File: src/rtl/tick_frame_sequencer_pkg.sv
// rtl/tick_frame_sequencer_pkg.sv - shared states, class-index helper and default sizing
package tick_frame_sequencer_pkg;

    localparam int DEF_NUM_CLASSES       = 4;
    localparam int DEF_NEURONS_PER_CLASS = 4;
    localparam int CLASS_SHIFT           = $clog2(DEF_NEURONS_PER_CLASS);
    localparam int CLASS_W               = $clog2(DEF_NUM_CLASSES);

    typedef enum logic [2:0] {
        ST_IDLE,
        ST_TICK,
        ST_WAIT,
        ST_ARGMAX,
        ST_DONE
    } state_t;

    function automatic logic [31:0] class_of(input logic [31:0] packet,
                                             input int shift = CLASS_SHIFT);
        return packet >> shift;
    endfunction

endpackage

File: src/rtl/tick_frame_sequencer_counter_bank.sv
// rtl/tick_frame_sequencer_counter_bank.sv - per-class saturating spike counters
module class_spike_counter_bank
    import tick_frame_sequencer_pkg::*;
#(
    parameter int NUM_CLASSES = DEF_NUM_CLASSES,
    parameter int COUNT_WIDTH = 8,
    parameter int IDX_W       = CLASS_W
) (
    input  logic                   clk,
    input  logic                   rst,
    input  logic                   i_clear,
    input  logic                   i_inc,
    input  logic [IDX_W-1:0]       i_inc_idx,
    input  logic [IDX_W-1:0]       i_rd_idx,
    output logic [COUNT_WIDTH-1:0] o_rd_count,
    output logic                   o_saturated
);

    localparam logic [COUNT_WIDTH-1:0] L_MAX = '1;

    logic [COUNT_WIDTH-1:0] r_count [NUM_CLASSES];
    logic                   r_saturated;

    always_ff @(posedge clk) begin
        if (rst || i_clear) begin
            for (int i = 0; i < NUM_CLASSES; i++) begin
                r_count[i] <= '0;
            end
            r_saturated <= 1'b0;
        end else if (i_inc) begin
            // A full counter holds its value; the overflow attempt is only flagged.
            if (r_count[i_inc_idx] == L_MAX) begin
                r_saturated <= 1'b1;
            end else begin
                r_count[i_inc_idx] <= r_count[i_inc_idx] + COUNT_WIDTH'(1);
            end
        end
    end

    assign o_rd_count  = r_count[i_rd_idx];
    assign o_saturated = r_saturated;

endmodule

File: src/rtl/tick_frame_sequencer.sv
// rtl/tick_frame_sequencer.sv - frame tick generator, per-class spike tally and argmax result
module tick_frame_sequencer
    import tick_frame_sequencer_pkg::*;
#(
    parameter int NUM_OUTPUTS       = 256,
    parameter int NUM_CLASSES       = DEF_NUM_CLASSES,
    parameter int NEURONS_PER_CLASS = DEF_NEURONS_PER_CLASS,
    parameter int TICKS_PER_FRAME   = 16,
    parameter int PERIOD_WIDTH      = 16,
    parameter int COUNT_WIDTH       = 8
) (
    input  logic                           clk,
    input  logic                           rst,
    input  logic                           start,
    input  logic [PERIOD_WIDTH-1:0]        tick_period,
    input  logic [$clog2(NUM_OUTPUTS)-1:0] packet_in,
    input  logic                           packet_in_valid,
    output logic                           tick,
    output logic                           busy,
    output logic [$clog2(NUM_CLASSES)-1:0] result_class,
    output logic [COUNT_WIDTH-1:0]         result_count,
    output logic                           result_valid,
    input  logic                           result_ready,
    output logic                           stray_spike,
    output logic                           saturated
);

    localparam int L_SHIFT = $clog2(NEURONS_PER_CLASS);
    localparam int L_CW    = $clog2(NUM_CLASSES);
    localparam int TIDX_W  = $clog2(TICKS_PER_FRAME);

    state_t                  r_state, w_state_nxt;
    logic [PERIOD_WIDTH-1:0] r_period, r_cyc, w_period_eff;
    logic [TIDX_W-1:0]       r_tick_idx;
    logic [L_CW-1:0]         r_arg_idx, r_best_class, r_result_class, w_cand_class, w_inc_idx;
    logic [COUNT_WIDTH-1:0]  r_best_count, r_result_count, w_cand_count, w_rd_count;
    logic [31:0]             w_class;
    logic                    r_stray, w_counting, w_in_range, w_start_acc, w_cyc_done;
    logic                    w_last_tick, w_last_arg, w_take, w_stray_evt, w_saturated;

    assign w_class      = class_of(32'(packet_in), L_SHIFT);
    assign w_in_range   = w_class < 32'(NUM_CLASSES);
    assign w_inc_idx    = w_class[L_CW-1:0];
    assign w_counting   = (r_state == ST_TICK) || (r_state == ST_WAIT);
    assign w_start_acc  = (r_state == ST_IDLE) && start;
    assign w_period_eff = (tick_period < PERIOD_WIDTH'(2)) ? PERIOD_WIDTH'(2) : tick_period;
    assign w_cyc_done   = r_cyc == PERIOD_WIDTH'(1);
    assign w_last_tick  = r_tick_idx == TIDX_W'(TICKS_PER_FRAME - 1);
    assign w_last_arg   = r_arg_idx == L_CW'(NUM_CLASSES - 1);
    assign w_stray_evt  = packet_in_valid &&
                          ((w_counting && !w_in_range) ||
                           (r_state == ST_ARGMAX) || (r_state == ST_DONE));

    // Index 0 seeds the running best; later entries win only when strictly larger.
    assign w_take       = (r_arg_idx == '0) || (w_rd_count > r_best_count);
    assign w_cand_count = w_take ? w_rd_count : r_best_count;
    assign w_cand_class = w_take ? r_arg_idx  : r_best_class;

    class_spike_counter_bank #(
        .NUM_CLASSES (NUM_CLASSES),
        .COUNT_WIDTH (COUNT_WIDTH),
        .IDX_W       (L_CW)
    ) u_bank (
        .clk         (clk),
        .rst         (rst),
        .i_clear     (w_start_acc),
        .i_inc       (w_counting && packet_in_valid && w_in_range),
        .i_inc_idx   (w_inc_idx),
        .i_rd_idx    (r_arg_idx),
        .o_rd_count  (w_rd_count),
        .o_saturated (w_saturated)
    );

    always_ff @(posedge clk) begin
        if (rst) r_state <= ST_IDLE;
        else     r_state <= w_state_nxt;
    end

    always_comb begin
        w_state_nxt = r_state;
        case (r_state)
            ST_IDLE:   if (start) w_state_nxt = ST_TICK;
            ST_TICK:   w_state_nxt = ST_WAIT;
            ST_WAIT:   if (w_cyc_done) w_state_nxt = w_last_tick ? ST_ARGMAX : ST_TICK;
            ST_ARGMAX: if (w_last_arg) w_state_nxt = ST_DONE;
            ST_DONE:   if (result_ready) w_state_nxt = ST_IDLE;
            default:   w_state_nxt = ST_IDLE;
        endcase
    end

    always_ff @(posedge clk) begin
        if (rst) begin
            r_period       <= '0;
            r_cyc          <= '0;
            r_tick_idx     <= '0;
            r_arg_idx      <= '0;
            r_best_class   <= '0;
            r_best_count   <= '0;
            r_result_class <= '0;
            r_result_count <= '0;
            r_stray        <= 1'b0;
        end else begin
            case (r_state)
                ST_IDLE: if (start) begin
                    r_period   <= w_period_eff;
                    r_tick_idx <= '0;
                    r_stray    <= 1'b0;
                end
                ST_TICK: r_cyc <= r_period - PERIOD_WIDTH'(1);
                ST_WAIT: if (w_cyc_done) begin
                    r_arg_idx <= '0;
                    if (!w_last_tick) r_tick_idx <= r_tick_idx + TIDX_W'(1);
                end else begin
                    r_cyc <= r_cyc - PERIOD_WIDTH'(1);
                end
                ST_ARGMAX: begin
                    r_best_class <= w_cand_class;
                    r_best_count <= w_cand_count;
                    r_arg_idx    <= r_arg_idx + L_CW'(1);
                    if (w_last_arg) begin
                        r_result_class <= w_cand_class;
                        r_result_count <= w_cand_count;
                    end
                end
                default: ;
            endcase
            if (w_stray_evt) r_stray <= 1'b1;
        end
    end

    assign tick         = r_state == ST_TICK;
    assign busy         = r_state != ST_IDLE;
    assign result_valid = r_state == ST_DONE;
    assign result_class = r_result_class;
    assign result_count = r_result_count;
    assign stray_spike  = r_stray;
    assign saturated    = w_saturated;

endmodule

File: config.mk
export PLATFORM = sky130hd
export DESIGN_NAME = tick_frame_sequencer
export DESIGN_NICKNAME = d
export VERILOG_FILES = /design/src/rtl/tick_frame_sequencer_pkg.sv /design/src/rtl/tick_frame_sequencer_counter_bank.sv /design/src/rtl/tick_frame_sequencer.sv
export SDC_FILE = /design/constraint.sdc
export NUM_CORES = 1
export LEC_CHECK = 0
export BUFFER_PORTS_ARGS = -buffer_cell sky130_fd_sc_hd__buf_2
export CAP_MARGIN = 30
export CORE_ASPECT_RATIO = 2
export CORE_MARGIN = 1.5
export CORE_UTILIZATION = 60
export CTS_CLUSTER_SIZE = 14
export DETAILED_ROUTE_END_ITERATION = 8
export PLACE_DENSITY = 0.79
export REMOVE_ABC_BUFFERS = 1
export SETUP_SLACK_MARGIN = 0.02
export SKIP_LAST_GASP = 1
export SLEW_MARGIN = 15
export SYNTH_ARGS = -nofsm -noshare
export SYNTH_HDL_FRONTEND = slang
export SYNTH_SLANG_ARGS = --single-unit
File: constraint.sdc
create_clock -name clk -period 4.05 [get_ports clk]
set_input_delay 0.81 -clock clk [delete_from_list [all_inputs] [get_ports clk]]
set_output_delay 0.81 -clock clk [all_outputs]
set_load 0.01 [all_outputs]
Word level (Yosys, flattened, before mapping)
Memories as Yosys holds them, arrays and structs flattened. A register that Yosys moved wholly into a read port is not among the register bits.
Cells that the tools add are included.
W data, S select, Z words.
Word-level totals
  flip-flop bits (word level): 63
  bits in latches: 0
  bits in writable memories: 32
  bits in read-only memories: 0
  bits of input ports: 29
  output and inout bits: 15
  logic and storage cells: 93
  memories kept: 1
Operators by class
  add/sub/neg operators: 5
  multiply operators: 0
  div/mod/pow operators: 0
  order comparisons: 3
  eq/ne operators: 14
  shift-type cells: 0
  mux-type cells: 31
  bitwise logic cells: 0
  reduce and logical (&&, ||, !) cells: 28
Memories
  u_bank.r_count: depth 4, width 8, rd ports 2, clocked after memory_dff 1, wr ports 4, line tick_frame_sequencer_counter_bank.sv:21  | logic [COUNT_WIDTH-1:0] r_count [NUM_CLASSES];
Operators with widths (count)
  $mux W16: 2
  $pmux W16 S2: 1
  $sub A16 B1 Y16 const B: 2
  $eq A16 B1 Y1 const B: 1
  $lt A16 B2 Y1 const B: 1
  $mux W8: 2
  $pmux W3 S5: 1
  $mux W2: 6
  $mux W3: 4
  $mux W4: 3
  $reduce_and A2 Y1: 6
  $mux W1: 10
  $ne A2 B2 Y1 const B: 5
  $reduce_bool A2 Y1: 5
  $add A8 B1 Y8 const B: 1
  $eq A8 B8 Y1 const B: 1
  $gt A8 B8 Y1: 1
  $pmux W4 S2: 1
  $reduce_and A4 Y1: 2
  $reduce_or A8 Y1: 1
  $eq A3 B2 Y1 const B: 2
  $lt A6 B3 Y1 const B: 1
  $logic_and A1 B1 Y1: 5
  $logic_or A1 B1 Y1: 5
  12 further kinds: 12

Longest topological paths before layout
  word-level depth: 9
  gate-level depth with buffers: 11
  mapped depth without buffers: 9

Cells and area by module
A second synthesis with hierarchy kept.
Second synthesis, totals
  cell total of the unflattened synthesis: 542
  area, all modules: 5237.5 µm²
By module, submodules not included
  tick_frame_sequencer: instances 1, cells an instance 421, area each 3468.3 µm², seq. area each 1241.2 µm²
  class_spike_counter_bank: instances 1, cells an instance 121, area each 1769.2 µm², seq. area each 980.9 µm²

Worst setup path before layout
No wires, ideal clock.
  kind: input port to flip-flop
  from: in packet_in[2]
  to: mem u_bank.r_count[1][0] (enable)
  library setup time: 0.329 ns
  arrival time: 2.919 ns
  data required time: 3.721 ns
  path slack: 0.802 ns
  stages: 9
  path buffers: 3
  path through: buf_6 mux4_1 ha_1 and4_4 nand2b_4 buf_6 or3b_1 buf_6 nand2_1
RTL lines
  start, declared: line tick_frame_sequencer.sv:16  | input logic [$clog2(NUM_OUTPUTS)-1:0] packet_in,
  end, declared: line tick_frame_sequencer_counter_bank.sv:21

==> impl_metrics.csv <==
group,metric,value,unit
run_status,status,"finished, final reports clean",
drt,postRouteAntennaNets,0,
synthesis,synth-simple-area-share,19.8,%
synthesis,synth_cell_types,53,
cells_and_area,register_area,2260,um^2
power,p_comb_share,24.5,%
die,start_util,62.1,%
synthesis,async_flop_share,0,%
grt,grt_antenna_before_repair,0,
critical_path,r2r_end,"result_count[3]",
grt,track_usage,28.8,%
synthesis,syn_area,5150,um^2
clocking,cts_post_setup_buffers_inserted,0,
sta,rsz0062_at_grt,"no",
clocking,insertion_delay,350,ps
power,p_leak,0.00226,uW
critical_path,path_cells,"mux4_2, ha_1, nand4_1, nor2_1, a21oi_1, nor3_2, buf_4, mux2i_1, a211oi_1",
power,ir_drop,0.300,mV
placement,post-dp-hpwl,9.27,mm
synthesis,synthXorXnorAreaFrac,3.57,%
synthesis,synth_ff_type,"dfxtp_1",
clocking,hold_buffers,0,
die,io_pins,44,
critical_path,critPathMaxFanout,8,
cells_and_area,finalCoreUtilization,69.0,%
sta,post-route-period-util,82.5,%
critical_path,crit_path_max_incr_delay,670,ps
synthesis,synth_fa_ha_area_share,3.84,%
hold_path,whs_endpoint,"stray_spike",
drt,drc_errors,0,
placement,dp_slack,407,ps
die,die_w,68.5,um
synthesis,synth_seq_cells,97,
drt,dr.pass1.iters,6,
sta,worst_slack,707,ps
synthesis,ys_seq_area_share,43.9,%
power,power.internal,1850,uW
placement,numPortBuffers,41,
hold_path,worstHoldStart,"stray_spike",
cells_and_area,nets,607,
sta,fin_crit,3340,ps
cells_and_area,area_delta_synth_final,11.1,%
power,pwr-share-seq,43.7,%
drt,vias,4104,
sta,finalSetupTns,0,ps
clocking,cts_buffer_depth,2,
clocking,cts.sinks,97,
hold_path,min_path_cells,2,
clocking,cts_resized,0,
clocking,numCtsBuffers,9,
drt,routed_via_density,6.16,
sta,hold_violations,0,
synthesis,synth_area_per_cell,9.61,um^2
power,finalPower,2700,uW
clocking,cts_root_buf,"clkbuf_16",
clocking,htree_levels,3,
critical_path,r2r_slack,710,ps
synthesis,synthMuxAreaShare,12.4,%
synthesis,synth_top_family_by_area,"simple AND/OR/NAND/NOR gates",
die,core_area,8290,um^2
critical_path,worstSetupEndpointType,"flip-flop",
critical_path,r2r_cells,9,
hold_path,hp-class,"flip-flop to flip-flop",
power,powerDensity,472,nW/um^2
cells_and_area,antenna_cells,0,
clocking,clk_pin_slew,70,ps
drt,post_drt_wl_per_cell,18.2,um
synthesis,netlist_instances,536,
critical_path,worstPathRequired,4260,ps
sta,max_freq,299,MHz
cells_and_area,multi_input_area,2680,um^2
grt,first_global_vias,4196,
drt,finalWirelength,12.1,mm
critical_path,arrival,3550,ps
power,pwr-share-clk,31.7,%
synthesis,yosysWarnings,0,
grt,grt_max_degree,51,
flow_run,maxCapViolations,0,
clocking,cts_tree,"done",
die,rows,47,
sta,final_max_slew_viol_count,0,
sta,worst_pin_slew,860,ps
grt,grt_pass1_wl,19.5,mm
critical_path,critPathLaunchType,"flip-flop",
sta,max-slew-margin-rel,42.2,%
critical_path,crit_path_top_delay_cell,"dfxtp_1",
sta,fin_skew,9.92,ps
synthesis,synth_edf_count,32,
placement,routabilityCongestion,0.855,
cells_and_area,layout-drive-gt1-share,17.4,%
die,die-area,9180,um^2
grt,globalRouteOverflowTotal,0,
die,die_y,134,um
synthesis,synth_compound_area_share,12.0,%
drt,drtIter0Drc,352,
power,swShare,31.3,%
cells_and_area,fillers,616,
power,p_switching,843,uW
sta,setup_viol_count_final,0,
critical_path,critPathKind,"flip-flop to flip-flop",
-- layer usage --
| layer | global-route usage (%) | share of wire (%) | vias up |
|---|---|---|---|
| li1 | - | - | 1994 |
| met1 | 26.6 | 33 | 1958 |
| met2 | 54.2 | 58 | 113 |
| met3 | 4.87 | 3.6 | 39 |
| met4 | 16.8 | 5.0 | 0 |
| met5 | 0 | 0 | - |
-- synth_stat cells (5+ instances only) --
cell	count	share of area [%]
nand2_1	26	1.9
dfxtp_1	65	25
xor2_1	13	2.2
o21ai_0	25	2.4
edfxtp_1	32	19
a21oi_1	25	2.4
buf_1	5	0.36
nor4_1	10	1.2
inv_1	19	1.4
nand4_1	8	0.97
mux4_2	11	4.8
ha_1	15	3.6
nand3_1	10	0.97
xnor2_1	8	1.4
buf_2	7	0.68
a22o_1	9	1.5
nor2_2	7	0.85
nor3_1	18	1.7
or3_1	9	1.1
mux2i_1	26	5.1
mux4_1	5	2.6
a211oi_1	16	2.3
o211ai_1	8	1.2
clkbuf_1	19	1.4
nor2_1	98	7.1
-- flip-flops by register name, summed over array words and instances, names as in the netlist, 3 cells and up, named ones only --
signal	flops
r_best_count	8
r_cyc	16
r_period	16
r_state	3
result_count	8
r_tick_idx	4
u_bank.r_count	32
-- cell families after synthesis --
logic type / count (synthesis)
adder cells (fa/ha/maj): 16
multiplexers: 42
XOR/XNOR: 21
AO/OA/AOI/OAI: 97
AND/OR/NAND/NOR: 210
flip-flops: 97
buffers and inverters: 53
-- worst max-delay path by stage --
stage                       startpoint              endpoint  slack [ps]  cells after the start
after floorplan             r_state[1]  u_bank.r_count[1][0]         320                      6
after global placement    packet_in[2]  u_bank.r_count[2][5]         440                      7
after detailed placement  packet_in[2]  u_bank.r_count[2][5]         410                      7
after CTS                    flip-flop       result_count[3]         680                      9
after global routing         flip-flop       result_count[4]         440                      9
final                        flip-flop       result_count[3]         710                      9
-- placed cells by master, fill, tap and decap left out, types with 2 or more instances in the layout --
cell	count
xnor2_1	8
clkbuf_8	3
nand2_1	26
and4_4	2
nor3b_1	2
o22ai_1	3
or2_2	2
nor3_1	17
mux2i_1	26
nand4_1	8
mux4_2	11
a211oi_1	16
or3b_1	2
ha_1	15
mux4_1	5
nor4_1	9
a22o_1	9
nor2_2	7
and3_1	2
buf_2	41
inv_1	19
o21a_1	2
o211ai_1	8
o21ai_0	25
edfxtp_1	32
xor2_1	13
a21oi_1	25
nand3_1	10
nor3b_2	2
or3_1	9
nor2_1	98
dfxtp_1	65
o31ai_1	2
clkbuf_16	10
buf_4	9
or4b_2	2
-- power by group through the flow --
| stage | registers [uW] | logic, uW | clock network [uW] |
|---|---|---|---|
| 6_report | 1180 | 662 | 855 |
| 5_1_grt | 1190 | 736 | 904 |
| 4_1_cts | 1180 | 658 | 864 |
| 3_5_place_dp | 1200 | 653 | 0 |
| 3_3_place_gp | 1190 | 637 | 0 |
| 2_1_floorplan | 1170 | 478 | 0 |
-- layout make-up --
cell class / instances / area share, %
clock buffer: 15 / 5.25
timing repair buffer: 50 / 4.77
sequential: 97 / 39.6
clock inverter: 1 / 0.0875
tap: 98 / 2.14
multi-input combinational: 386 / 46.9
inverter: 19 / 1.25
-- per-stage QoR --
step                cells  hold WS [ps]  area (um^2)
global route          666           490         5720
detailed placement    650           445         5410
global placement      650           445         5410
CTS                   666           459         5720
finish                666           458         5720
floorplan             502           438         4990
-- critical path, delay by kind of cell (launching register included) --
family          cells  cell delay (ps)
mux                 2              840
fa+ha+maj           1              350
buf+inv             1              280
compound gates      2              180
simple gates        3              890
flops               1              670
No activity file was read; power rests on OpenSTA's default activity.
